<file path="src/rtl/multicycle_control_unit.sv">
// Multicycle ARM-subset controller: per-instruction FSM driving datapath enables and mux selects,
// with stored NZCV flags, conditional execution and a memory wait-state handshake.
module multicycle_control_unit #(
  parameter int unsigned          ALUCTRL_W   = 4,
  parameter logic [ALUCTRL_W-1:0] ALU_ADD     = ALUCTRL_W'(4'b0100),
  parameter bit                   MEM_WAIT_EN = 1'b1
) (
  input  logic                 clk,
  input  logic                 reset,
  input  logic [19:0]          instr,
  input  logic [3:0]           alu_flags,
  input  logic                 mem_ready,
  output logic                 pc_write,
  output logic                 adr_src,
  output logic                 mem_write,
  output logic                 ir_write,
  output logic [1:0]           result_src,
  output logic                 alu_src_a,
  output logic [1:0]           alu_src_b,
  output logic [1:0]           imm_src,
  output logic [1:0]           reg_src,
  output logic                 reg_write,
  output logic [ALUCTRL_W-1:0] alu_control,
  output logic [3:0]           flags,
  output logic                 instr_done
);

  typedef enum logic [3:0] {
    StFetch, StDecode, StMemAdr, StMemRd, StMemWb,
    StMemWr, StExecR, StExecI, StAluWb, StBranch
  } state_e;

  state_e     state_q, state_d, cur_state;
  logic [3:0] flags_q, flags_d;
  logic       cond_ex_q, cond_ex_d;

  logic [3:0] cond;
  logic [1:0] op;
  logic [5:0] funct;
  logic [3:0] cmd;
  logic [3:0] rd;
  logic       ready;
  logic       cond_holds;
  logic       unused_instr;

  assign cond         = instr[19:16];
  assign op           = instr[15:14];
  assign funct        = instr[13:8];
  assign cmd          = funct[4:1];
  assign rd           = instr[3:0];
  assign unused_instr = ^instr[7:4];
  assign ready        = MEM_WAIT_EN ? mem_ready : 1'b1;

  assign imm_src = op;
  assign reg_src = {op == 2'b01, op == 2'b10};
  assign flags   = flags_q;

  // Condition evaluated against the stored NZCV = {N, Z, C, V}.
  always_comb begin
    logic n, z, c, v;
    {n, z, c, v} = flags_q;
    cond_holds = 1'b0;
    unique case (cond)
      4'b0000: cond_holds = z;
      4'b0001: cond_holds = !z;
      4'b0010: cond_holds = c;
      4'b0011: cond_holds = !c;
      4'b0100: cond_holds = n;
      4'b0101: cond_holds = !n;
      4'b0110: cond_holds = v;
      4'b0111: cond_holds = !v;
      4'b1000: cond_holds = c & !z;
      4'b1001: cond_holds = !c | z;
      4'b1010: cond_holds = (n == v);
      4'b1011: cond_holds = (n != v);
      4'b1100: cond_holds = !z & (n == v);
      4'b1101: cond_holds = z | (n != v);
      4'b1110: cond_holds = 1'b1;
      default: cond_holds = 1'b0;
    endcase
  end

  always_ff @(posedge clk) begin
    if (!reset) begin
      state_q   <= StFetch;
      flags_q   <= 4'b0000;
      cond_ex_q <= 1'b0;
    end else begin
      state_q   <= state_d;
      flags_q   <= flags_d;
      cond_ex_q <= cond_ex_d;
    end
  end

  // While reset is held the outputs decode as FETCH regardless of the abandoned state.
  assign cur_state = reset ? state_q : StFetch;

  always_comb begin
    state_d     = cur_state;
    flags_d     = flags_q;
    cond_ex_d   = cond_ex_q;
    pc_write    = 1'b0;
    adr_src     = 1'b0;
    mem_write   = 1'b0;
    ir_write    = 1'b0;
    result_src  = 2'b00;
    alu_src_a   = 1'b0;
    alu_src_b   = 2'b00;
    reg_write   = 1'b0;
    alu_control = ALU_ADD;
    instr_done  = 1'b0;

    unique case (cur_state)
      StFetch: begin
        alu_src_a  = 1'b1;
        alu_src_b  = 2'b10;
        result_src = 2'b10;
        ir_write   = ready;
        pc_write   = ready;
        if (ready) state_d = StDecode;
      end
      StDecode: begin
        alu_src_a  = 1'b1;
        alu_src_b  = 2'b10;
        result_src = 2'b10;
        cond_ex_d  = cond_holds;
        unique case (op)
          2'b01:   state_d = StMemAdr;
          2'b10:   state_d = StBranch;
          2'b00:   state_d = funct[5] ? StExecI : StExecR;
          default: begin
            instr_done = 1'b1;
            state_d    = StFetch;
          end
        endcase
      end
      StMemAdr: begin
        alu_src_b = 2'b01;
        state_d   = funct[0] ? StMemRd : StMemWr;
      end
      StMemRd: begin
        adr_src = 1'b1;
        if (ready) state_d = StMemWb;
      end
      StMemWb: begin
        result_src = 2'b01;
        reg_write  = cond_ex_q;
        pc_write   = cond_ex_q & (rd == 4'd15);
        instr_done = 1'b1;
        state_d    = StFetch;
      end
      StMemWr: begin
        adr_src   = 1'b1;
        mem_write = cond_ex_q;
        // A squashed store has nothing to wait for.
        if (ready || !cond_ex_q) begin
          instr_done = 1'b1;
          state_d    = StFetch;
        end
      end
      StExecR, StExecI: begin
        alu_src_b   = (cur_state == StExecI) ? 2'b01 : 2'b00;
        alu_control = ALUCTRL_W'(cmd);
        if (funct[0] && cond_ex_q) begin
          flags_d[3:2] = alu_flags[3:2];
          if (cmd == 4'b0100 || cmd == 4'b0010 || cmd == 4'b1010) flags_d[1:0] = alu_flags[1:0];
        end
        state_d = StAluWb;
      end
      StAluWb: begin
        reg_write  = cond_ex_q & (cmd != 4'b1010);
        pc_write   = cond_ex_q & (cmd != 4'b1010) & (rd == 4'd15);
        instr_done = 1'b1;
        state_d    = StFetch;
      end
      StBranch: begin
        alu_src_b  = 2'b01;
        result_src = 2'b10;
        pc_write   = cond_ex_q;
        instr_done = 1'b1;
        state_d    = StFetch;
      end
      default: state_d = StFetch;
    endcase

    if (!reset) begin
      pc_write   = 1'b0;
      ir_write   = 1'b0;
      mem_write  = 1'b0;
      reg_write  = 1'b0;
      instr_done = 1'b0;
    end
  end

endmodule

</file>
<file path="config.mk">
export PLATFORM = sky130hd
export DESIGN_NAME = multicycle_control_unit
export DESIGN_NICKNAME = d
export VERILOG_FILES = /design/src/rtl/multicycle_control_unit.sv
export SDC_FILE = /design/constraint.sdc
export NUM_CORES = 1
export LEC_CHECK = 0
export BUFFER_PORTS_ARGS = -buffer_cell sky130_fd_sc_hd__buf_2
export CAP_MARGIN = 40
export CORE_MARGIN = 4
export CORE_UTILIZATION = 45
export CTS_CLUSTER_DIAMETER = 120
export DETAILED_ROUTE_END_ITERATION = 6
export PLACE_DENSITY_LB_ADDON = 0.2
export SETUP_SLACK_MARGIN = 0.15
export SLEW_MARGIN = 30
export SYNTH_ARGS = -nofsm -noshare
export SYNTH_HDL_FRONTEND = slang
export SYNTH_SLANG_ARGS = --single-unit
</file>
<file path="constraint.sdc">
create_clock -name clk -period 3.6 [get_ports clk]
set_input_delay 0.72 -clock clk [delete_from_list [all_inputs] [get_ports clk]]
set_output_delay 0.72 -clock clk [all_outputs]
set_load 0.02 [all_outputs]
</file>
==> results.json <==
{
  "drive_gt1_share_pct": 31.14,
  "yosysSeqAreaShare_pct": 19.59,
  "hp-class": "flip-flop to flip-flop",
  "hold_depth": 2,
  "syn_inst": 126,
  "firstDrtPassIters": 4,
  "grt_pass1_wl_um": 3877,
  "vias_per_cell": 5.521,
  "syn2layout_area_growth_pct": 26.80,
  "die-width_um": 53.21,
  "cts-resized-gates": 0,
  "fmaxAchievable_mhz": 380.9,
  "syn_avg_cell_area_um2": 7.299,
  "start_kind": "input pin",
  "diodes": 0,
  "min_delay_worst_endpoint": "flags[1]$_SDFFE_PN0P_",
  "fin_setup_tns_ps": 0,
  "io_buffers": 45,
  "clk_path_buf_depth": 2,
  "hold_buffers": 0,
  "wirelength_um": 2453,
  "rsz0062_at_grt": "false",
  "tightest_slew_ps": 538.5,
  "clk_latency_ps": 260,
  "setup-violations-final": 0,
  "hp-start": "flags[1]$_SDFFE_PN0P_",
  "total_power_uw": 267.0,
  "syn_nets": 153,
  "grt_max_degree": 19,
  "grt_pass1_vias": 944,
  "required_ps": 2880,
  "htree_levels": 1,
  "drt_iter0_markers": 14,
  "rows": 16,
  "synth_top_area_share_pct": 19.59,
  "ff2ff_path_depth": 5,
  "dieHeight_um": 53.21,
  "async_flop_share_pct": 0,
  "hold_violations": 0,
  "synth_edf_count": 0,
  "yosysTopAreaCell": "dfxtp_1",
  "clk_pin_slew_ps": 60,
  "grt_usage_pct": 18.55,
  "hpwl_um": 1969,
  "vias": 1071,
  "syn_area_um2": 919.6,
  "cap_violations": 0,
  "cp_max_fo": 3,
  "yosysWarnings": 0,
  "slew_headroom_pct": 64.05,
  "worstSetupPathType": "input pin to output port",
  "post-route-period-util_pct": 72.93,
  "coreArea_um2": 1942,
  "ff2ff_setup_slack_ps": 1830,
  "ys_seq_elements": 9,
  "ys.flop_type": "dfxtp_1",
  "cts_tree": "done",
  "outcome": "finished clean",
  "cts_buffers": 3,
  "drc": 0,
  "postLayoutCoreUtil_pct": 60.05,
  "start_util_pct": 47.36,
  "fin_crit_ps": 2625,
  "ys_types": 42,
  "skew_ps": 0.1259,
  "power.density_nw_per_um2": 228.9,
  "r2r-start": "state_q[2]$_SDFF_PN0_",
  "final_antenna_net_count": 0,
  "leakagePower_nw": 0.5622,
  "irDropWorstVdd_v": 0.0002155,
  "rr_endpoint": "cond_ex_q$_SDFFE_PN0P_",
  "synth_area_leaders": "dfxtp_1, mux2i_1, nor2b_1",
  "wl_per_cell_um": 12.64,
  "cts_root_buffer": "clkbuf_4",
  "drv_slew": 0,
  "cts_setup_buffers": 0,
  "routabilityCongestion": 0.8349,
  "cts.sinks": 9,
  "die_area_um2": 2831,
  "fin_nets": 195,
  "worstPathArrival_ps": 1910,
  "ios": 50,
  "antenna_found_initial": 0,
  "grt-ovfl-total": 0,
  "cp-end-kind": "output port"
}
==> cells in the final DEF, fill, tap and decap left out, types with 4 or more instances in the layout <==
master,count
nand2_1,9
dfxtp_1,9
a21oi_1,9
nor2b_1,10
o21ai_0,8
nand2b_1,6
buf_2,45
nor2_1,8
and3_1,4
nor3_1,6
mux2i_1,7
==> worst max-delay path, cell delays in order <==
cell and delay (ps):
buf_2 120, nor4bb_1 420, a21oi_1 120, a21o_1 170, a31o_2 220, buf_2 150
==> state kept, by name, summed over array words and instances (netlist names) <==
register   count
flags          4
state_q        4
cond_ex_q      1
==> metal layers <==
layer	up-vias	part of all wire, %	GRT usage (%)
met4	0	1.8	8.936
met2	29	52	32.45
met1	497	41	20.44
met5	-	0	0
li1	538	-	-
met3	7	6.0	4.789
==> worst max path at each step <==
stage          slack (ps)   endpoint  cells after the start                  start
3_3_place_gp          990   pc_write                      6               instr[9]
3_5_place_dp          970   pc_write                      6              instr[11]
6_report              970   pc_write                      6              instr[11]
4_1_cts               970   pc_write                      6              instr[11]
2_1_floorplan        1200  reg_write                      3              instr[12]
5_1_grt               880   pc_write                      6  state_q[2]$_SDFF_PN0_
==> cell families (layout without fill, tap and decap cells) <==
| logic type | Yosys count | after routing | synth area share, % |
|---|---|---|---|
| compound gates | 32 | 32 | 22.18 |
| buf+inv | 11 | 52 | 5.441 |
| mux | 7 | 7 | 7.619 |
| flops | 9 | 9 | 19.59 |
| xor+xnor | 4 | 4 | 3.810 |
| simple gates | 63 | 63 | 41.36 |
==> stage by stage <==
stage | setup slack [ps] | cell area (um^2) | instances | hold WS (ps)
after CTS | 968.3 | 1166 | 194 | 596.7
after floorplan | 1197 | 919.6 | 126 | 600.9
after global placement | 991.2 | 1140 | 190 | 558.6
after global routing | 883.0 | 1166 | 194 | 625.4
final | 974.6 | 1166 | 194 | 591.3
after detailed placement | 968.3 | 1140 | 190 | 585.7
==> final cells by class <==
type | count | area [um^2]
repair buffers | 45 | 225.2
clock buffers | 4 | 26.28
inverters | 3 | 11.26
multi-input cells | 106 | 689.4
flip-flops and latches | 9 | 180.2
fillers | 217 | 775.7
well taps | 27 | 33.78
==> synth_stat cells (3+ instances only) <==
| library cell | instances |
|---|---|
| nand2b_1 | 6 |
| nand3_1 | 3 |
| dfxtp_1 | 9 |
| and2_1 | 3 |
| mux2i_1 | 7 |
| a21oi_1 | 9 |
| inv_1 | 3 |
| nand2_1 | 9 |
| nor3_1 | 6 |
| nor2b_1 | 10 |
| and3_1 | 4 |
| clkbuf_1 | 5 |
| o21ai_0 | 8 |
| nor2_1 | 8 |
==> where the power goes <==
part / internal (mW) / total, mW / switching, mW
Sequential: 0.103 / 0.112 / 0.00925
Combinational: 0.0335 / 0.0773 / 0.0438
Clock: 0.0427 / 0.0773 / 0.0346
Note: power is estimated with default switching activity, not from simulation.
